===== config.mk =====
export PLATFORM = sky130hd
export DESIGN_NAME = mem_byte_bridge
export DESIGN_NICKNAME = d
export VERILOG_FILES = /design/src/rtl/mem_byte_bridge.sv
export SDC_FILE = /design/constraint.sdc
export NUM_CORES = 1
export LEC_CHECK = 0
export ABC_CLOCK_PERIOD_IN_PS = 8250
export CAP_MARGIN = 20
export CORE_MARGIN = 1.5
export CORE_UTILIZATION = 44
export CTS_CLUSTER_DIAMETER = 100
export DETAILED_ROUTE_END_ITERATION = 10
export GPL_TIMING_DRIVEN = 0
export PLACE_DENSITY_LB_ADDON = 0.25
export SLEW_MARGIN = 5
export SYNTH_ARGS = -nofsm -noshare
export SYNTH_HDL_FRONTEND = slang
export SYNTH_SLANG_ARGS = --single-unit

===== constraint.sdc =====
create_clock -name clock -period 8.25 [get_ports clock]
set_input_delay 1.65 -clock clock [delete_from_list [all_inputs] [get_ports clock]]
set_output_delay 1.65 -clock clock [all_outputs]
set_load 0.1 [all_outputs]

===== src/rtl/mem_byte_bridge.sv =====
// Byte-serial load/store bridge between the CPU core and a narrow req/ack memory bus.
// Define MEM_BYTE_BRIDGE_MISALIGN_TRAP_EN to turn misaligned half/word accesses into error completions.
module mem_byte_bridge #(
   parameter int unsigned TIMEOUT = 255
) (
   input  logic        clock,
   input  logic        reset,
   input  logic [31:0] addr,
   input  logic [31:0] wdata,
   input  logic        load,
   input  logic        store,
   input  logic [2:0]  funct3,
   output logic [31:0] rdata,
   output logic        stall,
   output logic        err,
   output logic [31:0] ext_addr,
   output logic [7:0]  ext_wdata,
   output logic        ext_we,
   output logic        ext_req,
   input  logic        ext_ack,
   input  logic [7:0]  ext_rdata
);
   typedef enum logic [1:0] {IDLE, REQ, DONE} state_t;

   localparam logic [7:0] TIMEOUT_C = TIMEOUT[7:0];

   state_t      state_q, state_d;
   logic [31:0] base_q, base_d;
   logic [31:0] wbuf_q, wbuf_d;
   logic [31:0] rdata_q, rdata_d;
   logic [31:0] ext_addr_q, ext_addr_d;
   logic [2:0]  nbytes_q, nbytes_d;
   logic [2:0]  idx_q, idx_d;
   logic [7:0]  wait_q, wait_d;
   logic [7:0]  ext_wdata_q, ext_wdata_d;
   logic        ext_we_q, ext_we_d;
   logic        ext_req_q, ext_req_d;
   logic        err_q, err_d;
   logic [2:0]  req_nbytes;
   logic [2:0]  idx_next;
   logic        bad_req;
   logic        unused_funct3;

   // funct3[2] only selects sign extension, which the core handles after us.
   assign unused_funct3 = funct3[2];

   always_comb begin
      req_nbytes = 3'd4;
      case (funct3[1:0])
         2'b00:   req_nbytes = 3'd1;
         2'b01:   req_nbytes = 3'd2;
         default: req_nbytes = 3'd4;
      endcase
      bad_req = (funct3[1:0] == 2'b11);
`ifdef MEM_BYTE_BRIDGE_MISALIGN_TRAP_EN
      if ((funct3[1:0] == 2'b01 && addr[0]) ||
          (funct3[1:0] == 2'b10 && addr[1:0] != 2'b00)) begin
         bad_req = 1'b1;
      end
`endif
   end

   always_comb begin
      state_d     = state_q;
      base_d      = base_q;
      wbuf_d      = wbuf_q;
      rdata_d     = rdata_q;
      ext_addr_d  = ext_addr_q;
      nbytes_d    = nbytes_q;
      idx_d       = idx_q;
      wait_d      = wait_q;
      ext_wdata_d = ext_wdata_q;
      ext_we_d    = ext_we_q;
      ext_req_d   = ext_req_q;
      err_d       = 1'b0;
      idx_next    = idx_q + 3'd1;

      case (state_q)
         IDLE: begin
            if (load || store) begin
               base_d   = addr;
               wbuf_d   = wdata;
               nbytes_d = req_nbytes;
               idx_d    = 3'd0;
               wait_d   = 8'd0;
               rdata_d  = 32'd0;
               if (bad_req) begin
                  state_d = DONE;
                  err_d   = 1'b1;
               end else begin
                  state_d     = REQ;
                  ext_req_d   = 1'b1;
                  ext_we_d    = store;
                  ext_addr_d  = addr;
                  ext_wdata_d = wdata[7:0];
               end
            end
         end

         REQ: begin
            if (ext_ack) begin
               if (!ext_we_q) begin
                  rdata_d[{idx_q[1:0], 3'b000} +: 8] = ext_rdata;
               end
               idx_d  = idx_next;
               wait_d = 8'd0;
               if (idx_next == nbytes_q) begin
                  state_d   = DONE;
                  ext_req_d = 1'b0;
                  ext_we_d  = 1'b0;
               end else begin
                  ext_addr_d  = base_q + {29'd0, idx_next};
                  ext_wdata_d = wbuf_q[{idx_next[1:0], 3'b000} +: 8];
               end
            end else if (wait_q + 8'd1 == TIMEOUT_C) begin
               // Abort; bytes never received stay zero in rdata.
               state_d   = DONE;
               err_d     = 1'b1;
               wait_d    = 8'd0;
               ext_req_d = 1'b0;
               ext_we_d  = 1'b0;
            end else begin
               wait_d = wait_q + 8'd1;
            end
         end

         DONE: begin
            state_d = IDLE;
         end

         default: begin
            state_d   = IDLE;
            ext_req_d = 1'b0;
            ext_we_d  = 1'b0;
         end
      endcase
   end

   always_ff @(posedge clock) begin
      if (reset) begin
         state_q     <= IDLE;
         base_q      <= 32'd0;
         wbuf_q      <= 32'd0;
         rdata_q     <= 32'd0;
         ext_addr_q  <= 32'd0;
         nbytes_q    <= 3'd0;
         idx_q       <= 3'd0;
         wait_q      <= 8'd0;
         ext_wdata_q <= 8'd0;
         ext_we_q    <= 1'b0;
         ext_req_q   <= 1'b0;
         err_q       <= 1'b0;
      end else begin
         state_q     <= state_d;
         base_q      <= base_d;
         wbuf_q      <= wbuf_d;
         rdata_q     <= rdata_d;
         ext_addr_q  <= ext_addr_d;
         nbytes_q    <= nbytes_d;
         idx_q       <= idx_d;
         wait_q      <= wait_d;
         ext_wdata_q <= ext_wdata_d;
         ext_we_q    <= ext_we_d;
         ext_req_q   <= ext_req_d;
         err_q       <= err_d;
      end
   end

   assign stall     = (load || store) && (state_q != DONE);
   assign rdata     = rdata_q;
   assign err       = err_q;
   assign ext_addr  = ext_addr_q;
   assign ext_wdata = ext_wdata_q;
   assign ext_we    = ext_we_q;
   assign ext_req   = ext_req_q;
endmodule


======== Word-level counts from Yosys, hierarchy flattened ========
Cells that the tools add are included.
W data, S select, Z words.
cells by class
  shift operators ......................... 3
  add/sub/neg operators ................... 4
  bitwise gates (word level) .............. 1
  equality and inequality tests ........... 14
  multiplexer cells ....................... 43
  reductions and logical operators ........ 12
operator list
  operator                  number
  $mux W32                  7
  $pmux W32 S2              2
  $mux W8                   7
  $add A32 B3 Y32           1
  $bwmux W32                1
  $pmux W8 S2               2
  $shift A8 B7 Y32 const A  1
  $shiftx A32 B6 Y8         1
  $shiftx A8 B7 Y32         1
  $ne A2 B2 Y1 const B      6
  $pmux W3 S2               2
  $mux W1                   11
  $mux W2                   5
  $reduce_and A5 Y1         2
  $add A8 B1 Y8 const B     1
  $eq A8 B8 Y1 const B      1
  $neg A5 Y7                1
  $mux W3                   2
  $ne A3 B3 Y1 const B      2
  $pmux W1 S3               2
  $reduce_and A3 Y1         2
  $eq A2 B1 Y1 const B      2
  $eq A2 B2 Y1 const B      2
  $logic_not A2 Y1          2
  10 further kinds          11
storage, ports and cells
  register bits after elaboration ......... 155
  input port bits ......................... 80

======== Longest topological paths before layout ========
Gate-level depths: netlist of run 1.
  depth after elaboration ................. 6
  depth in mapped cells ................... 10
  depth with buffers taken out ............ 10

======== Least setup slack after synthesis of run 1 ========
OpenSTA, ideal clock, no wires.
  path kind ............................... input -> output
  start ................................... input store
  end ..................................... output stall
  data required time ...................... 6.600 ns
  cell stages on the path ................. 2
  arrival time ............................ 3.169 ns
  slack ................................... 3.431 ns
  path through ............................ nor2_1 -> a21oi_1
on the way
  word-level cells in the longest chain between the ends .. 2
ends and longest elaborated chain
  what                 line  text
  start, declared      11    input logic store,
  $logic_or A1 B1 Y1   169   assign stall = (load || store) && (state_q != DONE);
  $logic_and A1 B1 Y1  169
  end, declared        14    output logic stall,
Every way passes these cells.

======== Worst setup path in the final report of run 1 ========
Ends and elaborated chain as after synthesis.

==> flow_summary.yaml, run 1 <==
status:
  status: "finished clean"
floorplanning:
  die_w_um: 132.0
  row_count: 46
  dieArea_sq_mm: 0.01742
  core_area_sq_mm: 0.01606
  start_util_pct: 45.59
  die_h_um: 132.0
  io_pins: 156
detailed_routing:
  drt-initial-drc-count: 531
  finalWirelength_mm: 21.69
  vias: 7208
  viasPerCell: 5.452
  drt_first_pass_iters: 5
  antenna_left: 0
  remaining_drc_errors: 0
  wl_per_cell_um: 16.41
worst_setup_path:
  cp.arrival_ps: 3710
  startpoint_type: "input pin"
  crit_fanout: 4
  cpMostUsedCell: "clkdlybuf4s50_1"
  path_cells: "clkdlybuf4s50_1 -> nor2_1 -> a21oi_1 -> clkdlybuf4s50_1"
  r2r_cells: 10
  r2r-end: "ext_addr[30]"
  cp.required_ps: 6600
  cp_top_family: "buffers and inverters"
  path_buf_inv: 2
  r2r-start: "idx_q[0]"
  slowest_stage: "clkdlybuf4s50_1"
  cpPeakStageDelay_ps: 1170
  rrSetupSlack_ps: 4850
  end_kind: "output pin"
  crit_type: "input pin to output pin"
place:
  dp.final_hpwl_mm: 15.82
  io_buffers: 154
  gp_congestion: 0.9033
pwr:
  pwr_density_cell_mw_per_mm2: 233.8
  p_leak_nw: 3.601
  vdd.ir_drop.worst_uv: 175.4
logic_synthesis:
  synth-seq-cells: 155
  synth_cell_types: 61
  async_flop_share_pct: 0
  synth_edf_count: 0
  syn_nets: 1013
  synth_cells: 922
  yosysWarnings: 0
  synthFlopType: "dfxtp_1"
  synth-seq-area-share_pct: 42.39
  syn_area_per_cell_sq_um: 7.940
  netlist_area_sq_mm: 0.007321
grt:
  overflow: 0
  grt_pass1_wl_mm: 34.72
  grt_pass1_vias: 6729
  antenna_found_initial: 0
  grt_max_degree: 17
  grt_use_total_pct: 25.10
clock_network:
  hold_buffers: 0
  clk_pin_slew_worst_paths_ps: 60
  clockBufferDepth: 2
  cts_tree: "done"
  numCtsBuffers: 17
  ctsResizeCount: 0
  insertion_delay_ps: 430
  cts_setup_buffers: 0
  cts.sinks: 155
  root_buffer: "clkbuf_16"
  htreeDepth: 4
worst_hold_path:
  worstHoldPathType: "flop to flop"
  hold-path-endpoint: "rdata[19]"
  hold_start: "rdata[19]"
  holdPathStages: 2
timing:
  hold_viol: 0
  tightest_slew_ps: 1023
  maxSlewHeadroom_pct: 31.56
  fin_crit_sh_pct: 64.93
  rsz0062_at_grt: "no"
  period_minus_slack_ps: 5357
  fin_tns_setup_ps: 0
  maxSlewViolCount: 0
  final.setup_skew_ps: 7.781
  hold_ws_ps: 448.7
  max_freq_ghz: 0.1867
  finalSetupViolations: 0
finish:
  final_core_util_pct: 60.89
  multi_input_area_sq_mm: 0.003885
  nets: 1186
  drive_gt1_share_pct: 7.233
  area_growth_pct: 33.55
  ff_latch_area_sq_mm: 0.003103
  insertedDiodeCount: 0
  fill_cells: 1420
  final_common_cell: "nand2_1"
  layout_common_cells: "nand2_1, dfxtp_1, clkdlybuf4s50_1, a21oi_1, nor2_1"
job:
  max-cap-violations: 0
-- cell type report --
class | instances | share of cell area [%]
clock buffers | 24 | 5.234
flip-flops and latches | 155 | 31.74
plain buffers | 65 | 3.135
inverters | 7 | 0.2687
repair buffers | 154 | 15.77
multi-input cells | 695 | 39.74
clock inverters | 6 | 1.357
well taps | 216 | 2.764
-- flip-flops by register name, summed over array words and instances (netlist names) --
register,flops
nbytes_q,3
rdata,32
ext_we,1
ext_addr,32
base_q,32
ext_wdata,8
wbuf_q,32
idx_q,3
ext_req,1
err,1
wait_q,8
state_q,2
-- worst register-to-register path, delay by kind of cell (launching register included) --
family	cells	cell delay, ps
compound gates	1	120
flops	1	510
mux	1	230
simple gates	3	1050
xor+xnor	1	100
fa+ha+maj	2	910
buf+inv	2	370
-- where the power goes --
group	internal [W]	switching (W)	leakage, nW
sequential	0.000806	0.0000396	1.27
clock	0.000551	0.000305	0.314
combinational	0.000168	0.000417	2.02
-- worst max path at each step --
stage / from / to / cells past startpoint
after floorplan: store / stall / 2
after global placement: store / stall / 4
after detailed placement: store / stall / 4
after CTS: store / stall / 4
after global routing: store / stall / 4
final: store / stall / 4
-- per-stage QoR --
stage,std cells,setup WS [ps],area (sq um),total power (W)
after floorplan,922,3431,7321,0.001261
after global placement,1292,2878,9133,0.001439
after detailed placement,1292,2898,9133,0.001443
after CTS,1322,2891,9777,0.002288
after global routing,1322,2863,9777,0.002364
final,1322,2893,9777,0.002286
-- synthesized netlist by cell type, drive strengths merged, types with 7 or more instances --
library cell,n,area share [%]
dfxtp,155,42
nand3,46,3.1
a211oi,9,0.92
nand4,8,0.89
o21ai,33,2.3
clkbuf,43,2.5
ha,10,1.7
a21oi,133,9.1
nand2,222,11
xor2,27,3.2
mux4,8,2.5
xnor2,7,0.84
a311oi,10,1.2
buf,22,1.7
inv,7,0.36
nor2b,10,0.85
nor2,74,3.9
nor4,10,1.4
nor3,16,1.2
-- metal layers --
| layer | vias up | global-route usage (%) | part of all wire [%] |
|---|---|---|---|
| li1 | 3528 | - | - |
| met1 | 3330 | 32.79 | 44 |
| met2 | 306 | 40.46 | 46 |
| met3 | 44 | 4.921 | 7.4 |
| met4 | 0 | 10.74 | 3.0 |
| met5 | - | 0 | 0 |
-- logic make-up after synthesis --
kind of cell / share of synthesized area (%)
multiplexers: 3.025
AO/OA/AOI/OAI: 16.70
XOR/XNOR: 4.375
AND/OR/NAND/NOR: 26.99
flip-flops: 42.39
adder cells (fa/ha/maj): 1.983
buffers and inverters: 4.546
Note: power is estimated with default switching activity, not from simulation.
==> run 2: changes to the inputs <==
- ABC_CLOCK_PERIOD_IN_PS: 8250 -> 4400
- clock period: 8.25 -> 4.4 ns (I/O delays scaled with it)
==> results of run 2 <==
Same layout as run 1 (identical final DEF). Status: finished clean.
Among the figures that moved: setup slack after placement 2898 ps -> 588.3 ps; setup slack after layout 2893 ps -> 583.0 ps; register-to-register setup slack 4850 ps -> 1000 ps; total power 0.002286 W -> 0.004287 W; worst IR drop on VDD 175.4 uV -> 329.0 uV
==> variant 1: new RTL, flow settings as in run 2 <==
Register the output `err` once more, cleared by the reset; this adds one clock of latency there. The other outputs are not delayed to match.
--- a/src/rtl/mem_byte_bridge.sv
+++ b/src/rtl/mem_byte_bridge.sv
@@ -170,3 +170,9 @@
    assign rdata     = rdata_q;
-   assign err       = err_q;
+   always_ff @(posedge clock) begin
+      if (reset) begin
+         err <= '0;
+      end else begin
+         err <= err_q;
+      end
+   end
    assign ext_addr  = ext_addr_q;
Function: changed (a bounded check fails within 4 cycles, from zero or initial values and one cycle with reset high).
==> variant 1 against run 2 <==
  * First-iteration DRC count increased by 31%
  * Total power increased by 1.1%
  * Die area decreased by 0.92%
  * Global-route usage increased by 1.2 points
  * Area after synthesis decreased by 0.94%
  * Wire length increased by 4.2%
  * Design area decreased by 1.4%
  * Sequential share of layout area increased by 0.66 points
  * Highest routed layer unchanged
  * Clock power decreased by 9%
  * Setup slack got worse by 0.19 ns
  * Sequential cell count increased by 1
  * Sequential power increased by 3%
  * Fmax decreased by 4.9%
==> variant 1: results (changes against run 2) <==
[clocking]
numCtsBuffers = 17  ; unchanged
cts-resized-gates = 0  ; unchanged
clk_path_buf_depth = 2  ; unchanged
clk_latency_ns = 0.44
cts_setup_buffers = 0  ; unchanged
htree_levels = 4  ; unchanged
path_clk_slew_ns = 0.06  ; about the same
clockRootBuffer = clkbuf_16  ; unchanged

[global_routing]
track_usage = 0.263  ; was 0.251
grt_pass1_wl_mm = 36.0  ; was 34.7 mm
grt_start_max_net_pins = 17  ; unchanged
grt_pass1_vias = 6952  ; was 6729
antenna_found_initial = 0  ; unchanged
overflow = 0  ; unchanged

[cells_and_area]
drive_gt1_frac = 0.0661  ; was 0.0723
fin_nets = 1168  ; was 1186
n_antenna_cell = 0  ; unchanged

[synth]
synth_cell_types = 61  ; unchanged
ys_top_cells_by_count = nand2_1 (218), dfxtp_1 (156), a21oi_1 (124)  ; was nand2_1 (222), dfxtp_1 (155), a21oi_1 (133)
ys_top_cells_by_area = dfxtp_1 (43%), nand2_1 (11%), a21oi_1 (8.6%)  ; was dfxtp_1 (42%), nand2_1 (11%), a21oi_1 (9.1%)
synth_seq_area_share = 0.431  ; was 0.424
yosysWarningCount = 0  ; unchanged
synth_top_flop_cell = dfxtp_1  ; unchanged
syn_inst = 905  ; was 922
synthArstFlopShare = 0  ; unchanged
synth.net_count = 996  ; was 1013

[outcome]
status = complete, no violations  ; unchanged

[setup_path]
arrival_ns = 4.37  ; was 2.94 ns
worst-r2r-setup-slack_ns = 0.39  ; was 1.00 ns
reg2regPathDepth = 13  ; was 10
rr_endpoint = ext_addr[24]$_SDFFE_PP0P_  ; was ext_addr[30]$_SDFFE_PP0P_
critPathKind = reg -> reg  ; was in -> out
cpPeakStageDelay_ns = 0.56  ; was 1.17 ns
worst-path-max-fanout = 10  ; was 4
crit_slowest_cell = or4_4  ; was clkdlybuf4s50_1
path_delay_family = buffers and inverters  ; unchanged
reg2reg_from = idx_q[0]$_SDFFE_PP0P_  ; unchanged

[detailed_routing]
drt-total-wl_mm = 22.6  ; was 21.7 mm
drt_iter0_markers = 697  ; was 531
vias_per_cell = 5.60  ; was 5.45
wire_per_inst_um = 17.3  ; was 16.4 um
drt-pass1-iter-count = 5  ; unchanged

[place]
gp_congestion = 0.932  ; was 0.903
placed_cell_area_mm2 = 0.00906  ; was 0.00913 mm^2
io_buffers = 154  ; unchanged
dp.cells = 1275  ; was 1292
place_hpwl_mm = 16.2  ; was 15.8 mm

[sta]
skew_ns = 0.0106  ; was 0.00778 ns
worst_slew_pin_slew_ns = 1.02  ; about the same
maxSlewViolCount = 0  ; unchanged

[pwr]
ir_drop_v = 0.000316  ; was 0.000329 V
p_sw_frac = 0.367  ; was 0.333
p_leak_nw = 3.41  ; was 3.60 nW

[worst_hold_path]
hp-class = reg -> reg  ; unchanged
hold_start = err_q$_SDFF_PP0_  ; was rdata[19]$_SDFFE_PP0P_

## variant 1: through the flow
| step | hold slack, ns | total power [W] | setup slack (ns) |
|---|---|---|---|
| floorplan | 0.414 | 0.00250 | 0.859 |
| global placement | 0.427 | 0.00288 | 0.247 |
| detailed placement | 0.434 | 0.00289 | 0.208 |
| CTS | 0.450 | 0.00433 | 0.200 |
| global route | 0.459 | 0.00449 | 0.128 |
| finish | 0.447 | 0.00433 | 0.388 |
## variant 1: cells by family (layout without fill, tap and decap cells)
group | count (synthesis) | after routing | share of synthesized area
simple gates | 413 | 413 | 0.266
fa+ha+maj | 11 | 11 | 0.0200
buf+inv | 67 | 252 | 0.0381
compound gates | 220 | 220 | 0.182
mux | 8 | 8 | 0.0248
xor+xnor | 30 | 30 | 0.0381
flops | 156 | 156 | 0.431
## variant 1: worst min path at each step
stage	to	slack, ns	cells past startpoint
floorplan	err$_SDFF_PP0_	0.41	1
global placement	err$_SDFF_PP0_	0.43	1
detailed placement	err$_SDFF_PP0_	0.43	1
CTS	err$_SDFF_PP0_	0.45	1
global route	err$_SDFF_PP0_	0.46	1
finish	err$_SDFF_PP0_	0.45	1
## variant 1: final cells by class
class                   count  area (um^2)
well taps                 216          270
clock buffers              22          464
clock inverters            10          116
plain buffers              56          235
flip-flops and latches    156         3120
fillers                  1534         6360
repair buffers            154         1540
multi-input cells         682         3850
inverters                  10         37.5
## variant 1: power groups by stage
stage                     Sequential [W]  Combinational [W]  Clock [W]
final                            0.00163            0.00124    0.00146
after global routing             0.00165            0.00131    0.00153
after floorplan                  0.00206           0.000441          0
after detailed placement         0.00166            0.00123          0
after global placement           0.00166            0.00122          0
after CTS                        0.00163            0.00123    0.00147
## variant 1: layer usage
layer,wire length [um],track usage
met1,9920,0.345
met2,10200,0.416
met3,1760,0.0621
met4,723,0.109
met5,0,0
## variant 1: worst register-to-register path: stages, from the launching register on
cell and delay (ns):
dfxtp_1 0.39, buf_2 0.22, inv_1 0.13, ha_1 0.55
buf_2 0.39, inv_1 0.11, fa_1 0.44, nor2b_1 0.26
nor2_2 0.17, or4_4 0.56, buf_6 0.15, xnor2_1 0.13
a211o_1 0.31, a21oi_1 0.13
==> variant 2: new RTL, settings of run 2 <==
Made on the original files. The option `MEM_BYTE_BRIDGE_MISALIGN_TRAP_EN` is turned on by a define.
--- a/src/rtl/mem_byte_bridge.sv
+++ b/src/rtl/mem_byte_bridge.sv
@@ -2,2 +2,4 @@
 // Define MEM_BYTE_BRIDGE_MISALIGN_TRAP_EN to turn misaligned half/word accesses into error completions.
+`define MEM_BYTE_BRIDGE_MISALIGN_TRAP_EN
+
 module mem_byte_bridge #(
Formal check against the unedited RTL: not equivalent (Yosys sat finds a counterexample within 4 cycles, from zero or initial values and one cycle with reset high).
==> variant 2 against run 2 <==
  * First-iteration DRC count is 2.3% lower
  * Clock skew is 0.0013 ns lower
  * Utilization is 0.75 points lower
  * Area after synthesis shrank 0.46%
  * Total power grew 0.46%
  * Sequential cell count stayed put
  * Wire length is 0.30% higher
  * Combinational power is 15% higher
  * Count of clock-buffer cells in the layout fell by 6
  * Setup slack improved by 0.11 ns
  * Via count did not move
  * Design area decreased by 1.2%
==> variant 2: results (changes against run 2) <==
[cells_and_area]
nonClkBufAreaFrac = 0.188  ; was 0.189
clkbuf_count = 18  ; was 24
drive_gt1_frac = 0.0576  ; was 0.0723
multi_input_cells = 672  ; was 695
nNonClkBuffers = 221  ; was 219
multi_input_area_mm2 = 0.00385  ; was 0.00388 mm^2
layout.non_clock_inverters = 14  ; was 7
fin_nets = 1172  ; was 1186
utilization = 0.601  ; was 0.609

[synth]
ys_top_cells_by_count = nand2_1 (191), dfxtp_1 (155), a21oi_1 (120)  ; was nand2_1 (222), dfxtp_1 (155), a21oi_1 (133)
synth.net_count = 999  ; was 1013
syn_area_per_cell_um2 = 8.03  ; was 7.94 um^2
ys_top_cells_by_area = dfxtp_1 (43%), nand2_1 (9.8%), a21oi_1 (8.2%)  ; was dfxtp_1 (42%), nand2_1 (11%), a21oi_1 (9.1%)
synth_cell_types = 59  ; was 61

[pwr]
p_leak_nw = 3.42  ; was 3.60 nW
ir_drop_v = 0.000327  ; was 0.000329 V
p_sw_frac = 0.376  ; was 0.333

[detailed_routing]
drt-total-wl_mm = 21.8  ; was 21.7 mm
vias_per_cell = 5.50  ; was 5.45
routed.top_layer = met5  ; was met4
wl_met1_mm = 9.63  ; was 9.45 mm
met3WireLength_mm = 1.72  ; was 1.62 mm
drt_iter0_markers = 519  ; was 531

[sta]
skew_ns = 0.00646  ; was 0.00778 ns
maxSlewHeadroom = 0.322  ; was 0.316

[place]
dp.cells = 1278  ; was 1292
placed_cell_area_mm2 = 0.00909  ; was 0.00913 mm^2
gp_congestion = 0.885  ; was 0.903
place_hpwl_mm = 15.7  ; was 15.8 mm

[setup_path]
cpPeakStageDelay_ns = 1.15  ; was 1.17 ns
worst-path-max-fanout = 5  ; was 4
arrival_ns = 2.83  ; was 2.94 ns

[global_routing]
use_met2 = 0.403  ; was 0.405
use_met1 = 0.330  ; was 0.328
grt_pass1_vias = 6806  ; was 6729
grt_use_met3 = 0.0664  ; was 0.0492
track_usage = 0.252  ; was 0.251
grt_pass1_wl_mm = 34.8  ; was 34.7 mm

[outcome]
status = complete, no violations  ; unchanged

-- variant 2: cell count changes in the layout (fill, tap and decap cells not counted), sizes merged, moves of 9 or more --
cell and change:
xor2 -21, o31ai +9, o21ai -9, nand2b +19, a21oi -13, inv +12
a22oi +16, nand2 -31
-- variant 2: path summary, 6_finish.rpt --
check | start | to | slack, ns | cells past startpoint
max | store | stall | 0.69 | 4
min | ext_addr[17]$_SDFFE_PP0P_ | ext_addr[17]$_SDFFE_PP0P_ | 0.45 | 2
max reg2reg | idx_q[0]$_SDFFE_PP0P_ | ext_addr[16]$_SDFFE_PP0P_ | 0.91 | 9
min reg2reg | ext_addr[17]$_SDFFE_PP0P_ | ext_addr[17]$_SDFFE_PP0P_ | 0.45 | 2
-- variant 2: power groups by stage --
stage / combinational [W] / clock, W / sequential, W
after floorplan: 0.000461 / 0 / 0.00206
after global placement: 0.00125 / 0 / 0.00165
after detailed placement: 0.00126 / 0 / 0.00165
after CTS: 0.00126 / 0.00144 / 0.00162
after global routing: 0.00134 / 0.00149 / 0.00164
final: 0.00126 / 0.00143 / 0.00162
-- variant 2: worst min-delay path: stages (launching register included) --
cell,delay [ns]
dfxtp_1,0.31
nand2_1,0.05
a21oi_1,0.05
-- variant 2: cell families after synthesis --
| group | after synthesis | synth area share |
|---|---|---|
| buffers and inverters | 81 | 0.0460 |
| AOI/OAI and AO/OA | 241 | 0.210 |
| xor gates and xnor gates | 17 | 0.0225 |
| muxes | 10 | 0.0275 |
| DFF | 155 | 0.426 |
| adders and majority gates | 11 | 0.0199 |
| and+or+nand+nor | 393 | 0.248 |
